**config.mk**
```make
export PLATFORM = sky130hd
export DESIGN_NAME = mem_arbiter_flat
export DESIGN_NICKNAME = d
export VERILOG_FILES = /design/src/rtl/mem_arbiter_pkg.sv /design/src/rtl/mem_arbiter_if.sv /design/src/rtl/mem_arbiter_rr_arb2.sv /design/src/rtl/mem_arbiter.sv /design/src/flat_wrapper.sv
export SDC_FILE = /design/constraint.sdc
export NUM_CORES = 1
export LEC_CHECK = 0
export ABC_AREA = 1
export BUFFER_PORTS_ARGS = -buffer_cell sky130_fd_sc_hd__buf_2
export CAP_MARGIN = 10
export CORE_MARGIN = 4
export CORE_UTILIZATION = 30
export DETAILED_ROUTE_END_ITERATION = 16
export PLACE_DENSITY_LB_ADDON = 0.08
export SYNTH_ARGS = -nofsm -noshare
export SYNTH_HDL_FRONTEND = slang
export SYNTH_SLANG_ARGS = --single-unit
```
**constraint.sdc**
```tcl
create_clock -name clk -period 1.2 [get_ports clk]
set_input_delay 0.24 -clock clk [delete_from_list [all_inputs] [get_ports clk]]
set_output_delay 0.24 -clock clk [all_outputs]
set_load 0.005 [all_outputs]
```
**src/rtl/mem_arbiter_pkg.sv**
```systemverilog
// Shared constants and types for the two-master memory arbiter.
// Latency: n/a (declarations only).
// Backpressure: n/a (declarations only).
package mem_pkg;

  localparam int AW          = 9;
  localparam int DW          = 16;
  localparam int RAM_SEL_BIT = AW - 1;

  // Master command encoding; 2'b11 is treated as no request
  localparam logic [1:0] MNONE  = 2'b00;
  localparam logic [1:0] MREAD  = 2'b01;
  localparam logic [1:0] MWRITE = 2'b10;

  // Arbiter FSM encoding
  localparam logic [1:0] IDLE   = 2'b00;
  localparam logic [1:0] ACCESS = 2'b01;
  localparam logic [1:0] DONE   = 2'b10;

  // Transaction captured at grant time and held until its ack
  typedef struct packed {
    logic          id;
    logic [1:0]    cmd;
    logic [AW-1:0] addr;
    logic [DW-1:0] wdata;
  } req_t;

  function automatic logic cmd_vld(input logic [1:0] cmd);
    return (cmd == MREAD) || (cmd == MWRITE);
  endfunction

endpackage

```
**src/rtl/mem_arbiter_if.sv**
```systemverilog
// Master-side request/ack bundle plus the RAM (and optional IO) port.
// Latency: n/a (wiring only).
// Backpressure: masters hold cmd/addr/wdata until their ack pulse.
interface mem_arbiter_if;
  import mem_pkg::*;

  logic [1:0]    m0_cmd;
  logic [AW-1:0] m0_addr;
  logic [DW-1:0] m0_wdata;
  logic          m0_ack;
  logic [DW-1:0] m0_rdata;

  logic [1:0]    m1_cmd;
  logic [AW-1:0] m1_addr;
  logic [DW-1:0] m1_wdata;
  logic          m1_ack;
  logic [DW-1:0] m1_rdata;

  logic [AW-2:0] ram_addr;
  logic [DW-1:0] ram_din;
  logic          ram_write;
  logic [DW-1:0] ram_dout;

`ifdef MEM_ARBITER_IO_EN
  logic [AW-2:0] io_addr;
  logic          io_write;
  logic [DW-1:0] io_wdata;
  logic [DW-1:0] io_rdata;
`endif

  // Environment side: masters plus the RAM/IO models
  modport master (
`ifdef MEM_ARBITER_IO_EN
    output io_rdata,
    input  io_addr, io_write, io_wdata,
`endif
    output m0_cmd, m0_addr, m0_wdata, m1_cmd, m1_addr, m1_wdata, ram_dout,
    input  m0_ack, m0_rdata, m1_ack, m1_rdata, ram_addr, ram_din, ram_write
  );

  // Arbiter side
  modport slave (
`ifdef MEM_ARBITER_IO_EN
    input  io_rdata,
    output io_addr, io_write, io_wdata,
`endif
    input  m0_cmd, m0_addr, m0_wdata, m1_cmd, m1_addr, m1_wdata, ram_dout,
    output m0_ack, m0_rdata, m1_ack, m1_rdata, ram_addr, ram_din, ram_write
  );

endinterface

```
**src/rtl/mem_arbiter_rr_arb2.sv**
```systemverilog
// Two-way round-robin picker; the pointer register lives in the parent.
// Latency: combinational.
// Backpressure: none; grant_vld is simply the OR of the requests.
module rr_arb2 (
  input  logic [1:0] req_i,
  input  logic       ptr_i,
  output logic       gnt_id_o,
  output logic       gnt_vld_o
);

  // Lone requester wins outright; on contention the pointer decides
  always_comb begin
    gnt_vld_o = |req_i;
    gnt_id_o  = 1'b0;
    case (req_i)
      2'b10:   gnt_id_o = 1'b1;
      2'b11:   gnt_id_o = ptr_i;
      default: gnt_id_o = 1'b0;
    endcase
  end

endmodule

```
**src/rtl/mem_arbiter.sv**
```systemverilog
// Round-robin arbiter sharing one 256x16 sync RAM between two masters (IO window with MEM_ARBITER_IO_EN).
// Latency: request seen in IDLE at T -> RAM access at T+1 -> one-cycle ack with read data at T+2.
// Backpressure: masters hold their request until acked; back-to-back grants alternate via DONE->ACCESS.
module mem_arbiter
  import mem_pkg::*;
(
  input  logic         clk,
  input  logic         reset,
  mem_arbiter_if.slave bus
);

  logic [1:0] state_q, state_d;
  logic       ptr_q, ptr_d;
  req_t       cur_q, cur_d;
  logic       ram_write_q, ram_write_d;
  logic [1:0] req_raw, req_eff;
  logic       gnt_id, gnt_vld;
  req_t       win;
  logic       done, rd_ok;
  logic [DW-1:0] rd_val;
`ifdef MEM_ARBITER_IO_EN
  logic       io_write_q, io_write_d;
`endif

  assign req_raw = {cmd_vld(bus.m1_cmd), cmd_vld(bus.m0_cmd)};

  // Only IDLE and DONE can grant; in DONE the just-acked master is masked out
  always_comb begin
    req_eff = 2'b00;
    case (state_q)
      IDLE:    req_eff = req_raw;
      DONE:    req_eff = cur_q.id ? {1'b0, req_raw[0]} : {req_raw[1], 1'b0};
      default: req_eff = 2'b00;
    endcase
  end

  rr_arb2 u_rr (
    .req_i    (req_eff),
    .ptr_i    (ptr_q),
    .gnt_id_o (gnt_id),
    .gnt_vld_o(gnt_vld)
  );

  // Select the winning master's request fields
  always_comb begin
    win.id    = gnt_id;
    win.cmd   = gnt_id ? bus.m1_cmd   : bus.m0_cmd;
    win.addr  = gnt_id ? bus.m1_addr  : bus.m0_addr;
    win.wdata = gnt_id ? bus.m1_wdata : bus.m0_wdata;
  end

  // Next-state: a grant loads the transaction and arms the write strobe for exactly the ACCESS cycle
  always_comb begin
    state_d     = state_q;
    ptr_d       = ptr_q;
    cur_d       = cur_q;
    ram_write_d = 1'b0;
`ifdef MEM_ARBITER_IO_EN
    io_write_d  = 1'b0;
`endif
    case (state_q)
      IDLE, DONE: begin
        if (gnt_vld) begin
          state_d     = ACCESS;
          ptr_d       = ~gnt_id;
          cur_d       = win;
          ram_write_d = (win.cmd == MWRITE) && !win.addr[RAM_SEL_BIT];
`ifdef MEM_ARBITER_IO_EN
          io_write_d  = (win.cmd == MWRITE) && win.addr[RAM_SEL_BIT];
`endif
        end else begin
          state_d = IDLE;
        end
      end
      ACCESS:  state_d = DONE;
      default: state_d = IDLE;
    endcase
  end

  // State registers; reset aborts any in-flight transaction and drops the write strobe at once
  always_ff @(posedge clk or negedge reset) begin
    if (!reset) begin
      state_q     <= IDLE;
      ptr_q       <= 1'b0;
      cur_q       <= '0;
      ram_write_q <= 1'b0;
    end else begin
      state_q     <= state_d;
      ptr_q       <= ptr_d;
      cur_q       <= cur_d;
      ram_write_q <= ram_write_d;
    end
  end

`ifdef MEM_ARBITER_IO_EN
  // IO write strobe, same timing as the RAM one
  always_ff @(posedge clk or negedge reset) begin
    if (!reset) io_write_q <= 1'b0;
    else        io_write_q <= io_write_d;
  end

  assign bus.io_addr  = cur_q.addr[AW-2:0];
  assign bus.io_wdata = cur_q.wdata;
  assign bus.io_write = io_write_q;
  assign rd_val       = cur_q.addr[RAM_SEL_BIT] ? bus.io_rdata : bus.ram_dout;
`else
  // Without the IO window, reads above the RAM return zero
  assign rd_val       = cur_q.addr[RAM_SEL_BIT] ? '0 : bus.ram_dout;
`endif

  // RAM address/data come straight from the latched transaction registers
  assign bus.ram_addr  = cur_q.addr[AW-2:0];
  assign bus.ram_din   = cur_q.wdata;
  assign bus.ram_write = ram_write_q;

  assign done  = (state_q == DONE);
  assign rd_ok = done && (cur_q.cmd == MREAD);

  assign bus.m0_ack   = done && !cur_q.id;
  assign bus.m1_ack   = done &&  cur_q.id;
  assign bus.m0_rdata = (rd_ok && !cur_q.id) ? rd_val : '0;
  assign bus.m1_rdata = (rd_ok &&  cur_q.id) ? rd_val : '0;

endmodule

```
**src/flat_wrapper.sv**
```systemverilog
// flat-port wrapper written by rule: the top's interface ports become plain ports
module mem_arbiter_flat import mem_pkg::*;
  (clk, reset, bus_m0_cmd, bus_m0_addr, bus_m0_wdata, bus_m1_cmd, bus_m1_addr, bus_m1_wdata, bus_ram_dout, bus_m0_ack, bus_m0_rdata, bus_m1_ack, bus_m1_rdata, bus_ram_addr, bus_ram_din, bus_ram_write);
  mem_arbiter_if bus_i ();
  input  logic clk;
  input  logic reset;
  input wire logic [$bits(bus_i.m0_cmd)-1:0] bus_m0_cmd;
  input wire logic [$bits(bus_i.m0_addr)-1:0] bus_m0_addr;
  input wire logic [$bits(bus_i.m0_wdata)-1:0] bus_m0_wdata;
  input wire logic [$bits(bus_i.m1_cmd)-1:0] bus_m1_cmd;
  input wire logic [$bits(bus_i.m1_addr)-1:0] bus_m1_addr;
  input wire logic [$bits(bus_i.m1_wdata)-1:0] bus_m1_wdata;
  input wire logic [$bits(bus_i.ram_dout)-1:0] bus_ram_dout;
  output wire logic [$bits(bus_i.m0_ack)-1:0] bus_m0_ack;
  output wire logic [$bits(bus_i.m0_rdata)-1:0] bus_m0_rdata;
  output wire logic [$bits(bus_i.m1_ack)-1:0] bus_m1_ack;
  output wire logic [$bits(bus_i.m1_rdata)-1:0] bus_m1_rdata;
  output wire logic [$bits(bus_i.ram_addr)-1:0] bus_ram_addr;
  output wire logic [$bits(bus_i.ram_din)-1:0] bus_ram_din;
  output wire logic [$bits(bus_i.ram_write)-1:0] bus_ram_write;
  assign bus_i.m0_cmd = bus_m0_cmd;
  assign bus_i.m0_addr = bus_m0_addr;
  assign bus_i.m0_wdata = bus_m0_wdata;
  assign bus_i.m1_cmd = bus_m1_cmd;
  assign bus_i.m1_addr = bus_m1_addr;
  assign bus_i.m1_wdata = bus_m1_wdata;
  assign bus_i.ram_dout = bus_ram_dout;
  assign bus_m0_ack = bus_i.m0_ack;
  assign bus_m0_rdata = bus_i.m0_rdata;
  assign bus_m1_ack = bus_i.m1_ack;
  assign bus_m1_rdata = bus_i.m1_rdata;
  assign bus_ram_addr = bus_i.ram_addr;
  assign bus_ram_din = bus_i.ram_din;
  assign bus_ram_write = bus_i.ram_write;
  mem_arbiter u_core (.clk(clk), .reset(reset), .bus(bus_i));
endmodule
```
=== Word-level counts from Yosys, hierarchy flattened ===
Cells that the tools add are included.

* Flip-flop bits (word level): 32
* Output and inout bits: 59
* Word-level logic and storage cells: 45

* Equality and inequality tests: 10
* Mux-type cells: 13
* Bitwise gates (word level): 1
* Reductions and logical operators: 14

{| class="wikitable"
|+ Operator list
! operator !! number
|-
| 2-to-1 mux 16 bit || 4
|-
| equality test 2 bit (second input constant) || 6
|-
| 2-to-1 mux 9 bit || 1
|-
| equality test 2 x 1 -> 1 bit (second input constant) || 4
|-
| one-hot mux 2 bit (2 select lines) || 2
|-
| logical AND 1 bit || 6
|-
| 2-to-1 mux 2 bit || 2
|-
| OR reduction 2 bit || 2
|-
| 2-to-1 mux 1 bit || 3
|-
| logical NOT 1 bit || 2
|-
| logical NOT 2 bit || 1
|-
| logical OR 1 bit || 2
|-
| one-hot mux 1 bit (2 select lines) || 1
|-
| AND reduction 2 bit || 1
|-
| inverter 1 bit || 1
|}

=== Logic depth before layout (Yosys ltp) ===
Gate-level depths: netlist of run 1.

* Word-level depth: 11
* Mapped depth: 10
* Gate-level depth less buffers: 9

=== By module ===
A second synthesis of run 1 with hierarchy kept.

* Cells, all modules: 265
* Area total of the unflattened synthesis: 1889.3 sq um

{| class="wikitable"
|+ By module, submodules not included
! module !! instances !! cells each !! area each (sq um)
|-
| mem_arbiter || 1 || 260 || 1866.8
|-
| rr_arb2 || 1 || 5 || 22.5
|}

=== Worst setup path before layout of run 1 ===
No wires, ideal clock.

* Path type: register -> output
* Start point: register u_core.cur_q[27] (netlist bit)
* End point: output port bus_m0_rdata[13]
* Arrival time: 1.153 ns
* Slack: -0.193 ns
* Cell stages (with the launch flop): 7
* Cells stage by stage: dfrtp_1 > inv_2 > nand2_1 > nor2_1 > nand3_2 > buf_4 > nor3_1

* Longest elaborated chain between the ends: 3

{| class="wikitable"
|+ Ends and longest elaborated chain
! what !! line !! text
|-
| start, declared || mem_arbiter.sv:14 || <nowiki>req_t cur_q, cur_d;</nowiki>
|-
| start signal, assigned || mem_arbiter.sv:90 || <nowiki>cur_q <= cur_d;</nowiki>
|-
| logical NOT 1 bit || mem_arbiter.sv:121 || <nowiki>assign bus.m0_rdata = (rd_ok && !cur_q.id) ? rd_val : '0;</nowiki>
|-
| logical AND 1 bit || mem_arbiter.sv:121 ||
|-
| 2-to-1 mux 16 bit || mem_arbiter.sv:121 ||
|-
| end, declared || flat_wrapper.sv:15 || <nowiki>output wire logic [$bits(bus_i.m0_rdata)-1:0] bus_m0_rdata;</nowiki>
|}

No other way between the ends.

=== Worst setup path in the final report of run 1 ===
* Start point: register u_core.cur_q[27] (netlist bit)
* End point: output port bus_m0_rdata[1]

Same word-level chain as after synthesis.

==> reports/metrics.cfg, run 1 <==
[global_route]
pin_count_of_the_biggest_net_entering_global_routing = 34
grt_usage_pct = 15.7
grt_pass1_wl_um = 10700
globalRoute.totalOverflow = 0
antenna_found_initial = 0
first_global_vias = 2261

[placed_design]
port-buffer-count = 130
detailedPlacementHpwl_um = 4610
globalplace.congestion = 0.747
setup_slack_at_placement_ns = -0.225
placedInstanceArea_um2 = 2790
place_inst = 452

[cts]
clock-root-buffer = sky130_fd_sc_hd__clkbuf_8
htree_num_levels = 2
cts_buffers = 5
insertion_delay_ns = 0.28
path_clk_slew_ns = 0.07
clock_sink_count = 32
cts-root-to-sink-buffers = 2
clock_tree_from_tritoncts = yes

[synthesis]
ys_warn_count = 0
synthCells = 267
synth-seq-area-share_pct = 39.3
synth.net_count = 339
ys_types = 18
syn_area_per_cell_um2 = 7.63
ys_ff_latch = 32
syn_area_um2 = 2040

[floorplan]
initial_core_util_pct = 31.6
die_h_um = 90.4
die_area_um2 = 8180
chipWidth_um = 90.4
ios = 131
std_cell_rows = 29
floorplan.core_area_um2 = 6460

[sta]
setup_tns_ns = -27.83
fin_hold_ws_ns = 0.191
finalCriticalPeriod_ns = 1.71
timing.fmax_mhz = 583
setup_repair_after_global_routing_missed_its_margin = yes
timing_hold_violations_final = 0
setup_failing_eps_final = 65
count_of_final_max_slew_check_failures = 0
timing.clock.skew_ns = 0.00801
timing.final.ws_setup_ns = -0.515
worstMarginPinSlew_ns = 0.422
fin_crit_sh_pct = 143
max_slew_margin_pct = 71.9

[layout]
multi_input_gate_area_um2 = 1180
regArea_um2 = 802
finalInstanceArea_um2 = 3430
fill_cell_instance_count_of_the_final_layout = 663
antenna_diode_instance_count = 0
post_layout_nonfiller_instances = 478
synthToLayoutAreaGrowth_pct = 68.4
final_util_pct = 53.1
final_nets = 472
drive_above_1_share_pct = 61.1

[route]
average_routed_wire_per_standard_cell_um = 14.3
num_vias = 2263
detailedRoute.firstIterationViolations = 52
finalWirelength_um = 6850
route.detailed.vias_per_inst = 4.73
drtAntennaViolNets = 0
drt_pass1_iterations = 4
drc = 0

[power_and_ir_drop]
power_density_nw_per_um2 = 2210
total_power_mw = 7.58
p_leak_nw = 1.85
ir_drop_v = 0.00111

[min_path]
hold_path_end = u_core.bus.ram_addr[3]$_DFFE_PN0P_
timing.hold.worst_path_depth = 3
min-delay-start = bus_m0_addr[3]
hold_path_class = input pin to flop

[worst_setup_path]
critPathMaxFanout = 8
setup.worst_path.start_class = flop
crit_arrival_ns = 1.47
cp-end-kind = output port
required_time_at_the_endpoint_of_the_critical_path_ns = 0.96
reg2reg_setup_slack_ns = -0.49
timing.reg2reg.worst_path_depth = 11
r2r-start = u_core.state_q[1]$_DFF_PN0_
crit_path_category = flop to output port
timing.rr.end = u_core.bus.ram_write$_DFF_PN0_

[status]
status = finished, violations left
failed_checks = setup timing

[job]
drv_cap = 0

[synth_stat cells]
library cell	number	area share (%)
sky130_fd_sc_hd__nand2_1	46	8.5
sky130_fd_sc_hd__a21oi_2	1	0.43
sky130_fd_sc_hd__inv_2	4	0.74
sky130_fd_sc_hd__dfrtp_1	32	39
sky130_fd_sc_hd__nor2_1	3	0.55
sky130_fd_sc_hd__o21ai_1	2	0.49
sky130_fd_sc_hd__nand2_4	1	0.55
sky130_fd_sc_hd__buf_6	3	1.7
sky130_fd_sc_hd__buf_2	8	2.0
sky130_fd_sc_hd__nor3_1	23	5.6
sky130_fd_sc_hd__nand2_2	1	0.31
sky130_fd_sc_hd__inv_1	22	4.1
sky130_fd_sc_hd__nand3_2	3	1.5
sky130_fd_sc_hd__nand3_1	76	19
sky130_fd_sc_hd__nor2_2	2	0.61
sky130_fd_sc_hd__clkbuf_1	4	0.74
sky130_fd_sc_hd__nor3_2	9	4.4
sky130_fd_sc_hd__buf_4	27	9.9
[worst max-delay path: stages, from the launching register on]
cell and delay [ns]:
sky130_fd_sc_hd__dfrtp_1 0.39, sky130_fd_sc_hd__inv_2 0.07, sky130_fd_sc_hd__nand2_2 0.06, sky130_fd_sc_hd__nor2_4 0.13, sky130_fd_sc_hd__nand3_4 0.11, sky130_fd_sc_hd__clkbuf_16 0.19
sky130_fd_sc_hd__nor3_2 0.12, sky130_fd_sc_hd__buf_2 0.14
[how the worst max path moves through the flow]
| stage | startpoint | end | depth (start not counted) |
|---|---|---|---|
| 6_report | u_core.cur_q[27]$_DFFE_PN0P_ | bus_m0_rdata[1] | 7 |
| 5_1_grt | u_core.cur_q[27]$_DFFE_PN0P_ | bus_m0_rdata[1] | 7 |
| 3_5_place_dp | u_core.state_q[1]$_DFF_PN0_ | u_core.bus.ram_din[8]$_DFFE_PN0P_ | 8 |
| 2_1_floorplan | u_core.state_q[1]$_DFF_PN0_ | bus_m1_rdata[11] | 5 |
| 3_3_place_gp | u_core.state_q[0]$_DFF_PN0_ | u_core.bus.ram_addr[5]$_DFFE_PN0P_ | 8 |
| 4_1_cts | u_core.state_q[1]$_DFF_PN0_ | bus_m1_rdata[1] | 6 |
[cell usage in the layout (no fill, tap or decap), drive strengths merged]
master / n
dlygate4sd3: 1
clkbuf: 9
nor3: 32
nand3: 79
nand2: 48
o21ai: 2
dfrtp: 32
nor2: 5
clkinvlp: 1
inv: 26
a21oi: 1
buf: 165
[power breakdown]
group | internal (mW) | total [mW] | switching, mW
registers | 1.64 | 1.97 | 0.332
logic | 2.26 | 4.75 | 2.48
clock network | 0.466 | 0.860 | 0.394
total | 4.37 | 7.58 | 3.21
[final cells by class]
type | instances | area share [%]
Multi-Input combinational cell | 167 | 34.5
Tap cell | 77 | 2.81
Clock inverter | 1 | 0.219
Sequential cell | 32 | 23.4
Timing Repair Buffer | 168 | 33.3
Inverter | 26 | 3.32
Clock buffer | 7 | 2.52
[timing repair]
action	CTS	global route
resized for setup	27	47
endpoints found under the setup margin	64	65
hold buffers	1	0
gates cloned	2	2
endpoints found under the hold margin	32	0
buffers inserted	10	5
pin swaps	2	11
[cells by family (layout without fill, tap and decap cells)]
logic type	count (synthesis)	count (layout)	share of synthesized area [%]
compound gates	3	3	0.921
buf+inv	68	202	19.1
flops	32	32	39.3
simple gates	164	164	40.7
[per-layer routing]
layer / vias up / part of all wire, % / global-route usage [%]
met5: - / 0 / 0
met4: 0 / 0.89 / 3.19
met3: 6 / 6.2 / 4.25
met2: 88 / 50 / 27.3
met1: 1042 / 43 / 19.5
li1: 1127 / - / -
[registers in the layout, summed over array words and instances (netlist names)]
name / count
u_core.ptr_q: 1
u_core.bus.ram_addr: 8
u_core.state_q: 2
u_core.bus.ram_din: 16
u_core.cur_q: 4
u_core.bus.ram_write: 1
Power figures use the tool's default switching activity.
==> inputs of run 2 (changes only) <==
--- a/config.mk
+++ b/config.mk
@@ -12,6 +12,7 @@
 export CORE_UTILIZATION = 30
 export DETAILED_ROUTE_END_ITERATION = 16
 export PLACE_DENSITY_LB_ADDON = 0.08
+export SETUP_SLACK_MARGIN = 0.4
 export SYNTH_ARGS = -nofsm -noshare
 export SYNTH_HDL_FRONTEND = slang
 export SYNTH_SLANG_ARGS = --single-unit
==> reports/metrics.cfg, run 2 (same netlist as run 1, synthesis figures left out) <==
[status]
status = finished, violations left  ; unchanged
failed_checks = hold timing, setup timing  ; was setup timing

[layout]
finalInstanceArea_um2 = 4050  ; was 3430 um^2
final_nets = 499  ; was 472
antenna_diode_instance_count = 0  ; unchanged
most_frequent_standard_cell_in_the_layout_excluding_fill_and_tap_cells = sky130_fd_sc_hd__buf_2  ; unchanged
synthToLayoutAreaGrowth_pct = 98.5  ; was 68.4%
post_layout_nonfiller_instances = 505  ; was 478
largest_register_ffs = 16  ; unchanged
drive_above_1_share_pct = 73.6  ; was 61.1%
layout.cells.most_common_list = sky130_fd_sc_hd__buf_2 (130), sky130_fd_sc_hd__nand3_2 (46), sky130_fd_sc_hd__nand2_1 (37), sky130_fd_sc_hd__dfrtp_1 (32), sky130_fd_sc_hd__buf_4 (30)  ; was sky130_fd_sc_hd__buf_2 (129), sky130_fd_sc_hd__nand3_1 (54), sky130_fd_sc_hd__nand2_1 (42), sky130_fd_sc_hd__dfrtp_1 (31), sky130_fd_sc_hd__nor3_2 (23)

[global_route]
antenna_found_initial = 0  ; unchanged
grt_pass1_wl_um = 11900  ; was 10700 um
grt_usage_pct = 17.6  ; was 15.7%
pin_count_of_the_biggest_net_entering_global_routing = 34  ; unchanged
globalRoute.totalOverflow = 0  ; unchanged
first_global_vias = 2514  ; was 2261

[worst_setup_path]
crit_path_category = flop to output port  ; unchanged
cp-end-kind = output port  ; unchanged
crit_arrival_ns = 1.47  ; about the same
setup.worst_path.start_class = flop  ; unchanged
required_time_at_the_endpoint_of_the_critical_path_ns = 0.96  ; about the same
critPathMaxFanout = 8  ; unchanged

[sta]
timing.clock.skew_ns = 0.00522  ; was 0.00801 ns
timing_hold_violations_final = 12  ; was 0
fin_crit_sh_pct = 142  ; was 143%
timing.final.ws_setup_ns = -0.505  ; was -0.515 ns
count_of_final_max_slew_check_failures = 0  ; unchanged
timing.fmax_mhz = 587  ; was 583 MHz
worstMarginPinSlew_ns = 0.358  ; was 0.422 ns
fin_hold_ws_ns = -0.144  ; was 0.191 ns
max_slew_margin_pct = 76.1  ; was 71.9%
setup_failing_eps_final = 66  ; was 65
finalCriticalPeriod_ns = 1.71  ; about the same
setup_repair_after_global_routing_missed_its_margin = yes  ; unchanged

[min_path]
hold_path_class = input pin to async pin  ; was input pin to flop

[route]
drtAntennaViolNets = 0  ; unchanged
drc = 0  ; unchanged
detailedRoute.firstIterationViolations = 47  ; was 52
average_routed_wire_per_standard_cell_um = 15.0  ; was 14.3 um
finalWirelength_um = 7570  ; was 6850 um
drt_pass1_iterations = 4  ; unchanged
route.detailed.vias_per_inst = 4.71  ; was 4.73
num_vias = 2381  ; was 2263

[floorplan]
die_h_um = 90.4  ; unchanged
std_cell_rows = 29  ; unchanged
initial_core_util_pct = 31.6  ; unchanged
chipWidth_um = 90.4  ; unchanged
ios = 131  ; unchanged
die_area_um2 = 8180  ; unchanged
floorplan.core_area_um2 = 6460  ; unchanged

[cts]
clock-root-buffer = sky130_fd_sc_hd__clkbuf_8  ; unchanged
insertion_delay_ns = 0.29  ; was 0.28 ns
cts-root-to-sink-buffers = 2  ; unchanged
clock_tree_from_tritoncts = yes  ; unchanged
htree_num_levels = 2  ; unchanged
cts_buffers = 5  ; unchanged
path_clk_slew_ns = 0.07  ; about the same
clock_sink_count = 32  ; unchanged

[job]
drv_cap = 0  ; unchanged

[placed_design]
placedInstanceArea_um2 = 2850  ; was 2790 um^2
place_inst = 456  ; was 452
port-buffer-count = 130  ; unchanged
detailedPlacementHpwl_um = 4830  ; was 4610 um
globalplace.congestion = 0.731  ; was 0.747

[power_and_ir_drop]
net-switching-power_mw = 3.83  ; was 3.21 mW
ir_drop_v = 0.00134  ; was 0.00111 V
switching_share_pct = 41.2  ; was 42.3%
pwr-share-comb_pct = 66.5  ; was 62.6%
p_leak_nw = 2.14  ; was 1.85 nW
power_density_nw_per_um2 = 2300  ; was 2210 nW/um^2
total_power_mw = 9.30  ; was 7.58 mW
seq_power_share_pct = 21.2  ; was 26.0%
power_report.internal_total_mw = 5.47  ; was 4.37 mW
p_clk_share_pct = 12.3  ; was 11.3%

==> run 2: power by group through the flow <==
stage | sequential, mW | combinational [mW] | clock (mW)
after floorplan | 1.89 | 2.74 | 0
after global placement | 1.98 | 3.39 | 0
after detailed placement | 1.97 | 3.46 | 0
after CTS | 1.95 | 5.23 | 1.16
after global routing | 2.03 | 6.68 | 1.22
final | 1.97 | 6.18 | 1.14
==> run 2: timing repair <==
item,4_1_cts,5_1_grt
pin swaps,14,15
endpoints found under the hold margin,12,12
setup endpoints to repair,90,91
cloned,4,1
resized for setup,96,45
setup buffers,25,11
==> run 2: area by class of cell <==
class | instances | area (um^2)
fillers | 553 | 2410
multi-input cells | 167 | 1470
repair buffers | 195 | 1450
flip-flops and latches | 32 | 801
inverters | 26 | 105
clock buffers | 7 | 96.3
well taps | 77 | 96.3
clock inverters | 1 | 30.0
==> run 2: layer usage <==
layer	vias to the layer above	part of all wire, %	track usage, %	wire length (um)
met5	-	0	0	0
met3	13	6.2	4.42	472
met1	1100	41	21.0	3090
met4	0	1.8	4.59	140
met2	87	51	31.5	3870
li1	1181	-	-	-
==> run 2: metrics by stage <==
step | setup TNS [ns] | worst slack, ns | utilization [%]
floorplan | -3.23 | -0.0850 | -
global placement | -10.19 | -0.206 | 44.2
detailed placement | -11.08 | -0.222 | 44.2
CTS | -25.55 | -0.480 | 57.4
global route | -32.12 | -0.582 | 62.6
finish | -27.40 | -0.505 | 62.6
==> run 2: worst max-delay path: stages, from the launching register on <==
cell	delay [ns]
sky130_fd_sc_hd__dfrtp_1	0.42
sky130_fd_sc_hd__buf_6	0.14
sky130_fd_sc_hd__nor2_4	0.13
sky130_fd_sc_hd__nand3_4	0.09
sky130_fd_sc_hd__buf_8	0.16
sky130_fd_sc_hd__nor3_4	0.11
sky130_fd_sc_hd__buf_2	0.13
==> run 2: path summary, 6_finish.rpt <==
check | from | to | slack (ns) | cells after the start
setup / recovery | u_core.state_q[0]$_DFF_PN0_ | bus_m0_rdata[3] | -0.51 | 6
min in group clk | bus_m0_addr[6] | u_core.bus.ram_addr[6]$_DFFE_PN0P_ | 0.19 | 3
hold / removal | reset | u_core.bus.ram_din[6]$_DFFE_PN0P_ | -0.14 | 1
max in group asynchronous | reset | u_core.bus.ram_din[9]$_DFFE_PN0P_ | 0.92 | 2
hold reg to reg | u_core.cur_q[26]$_DFFE_PN0P_ | u_core.cur_q[26]$_DFFE_PN0P_ | 0.49 | 2
setup reg to reg | u_core.state_q[0]$_DFF_PN0_ | u_core.bus.ram_din[6]$_DFFE_PN0P_ | -0.41 | 9
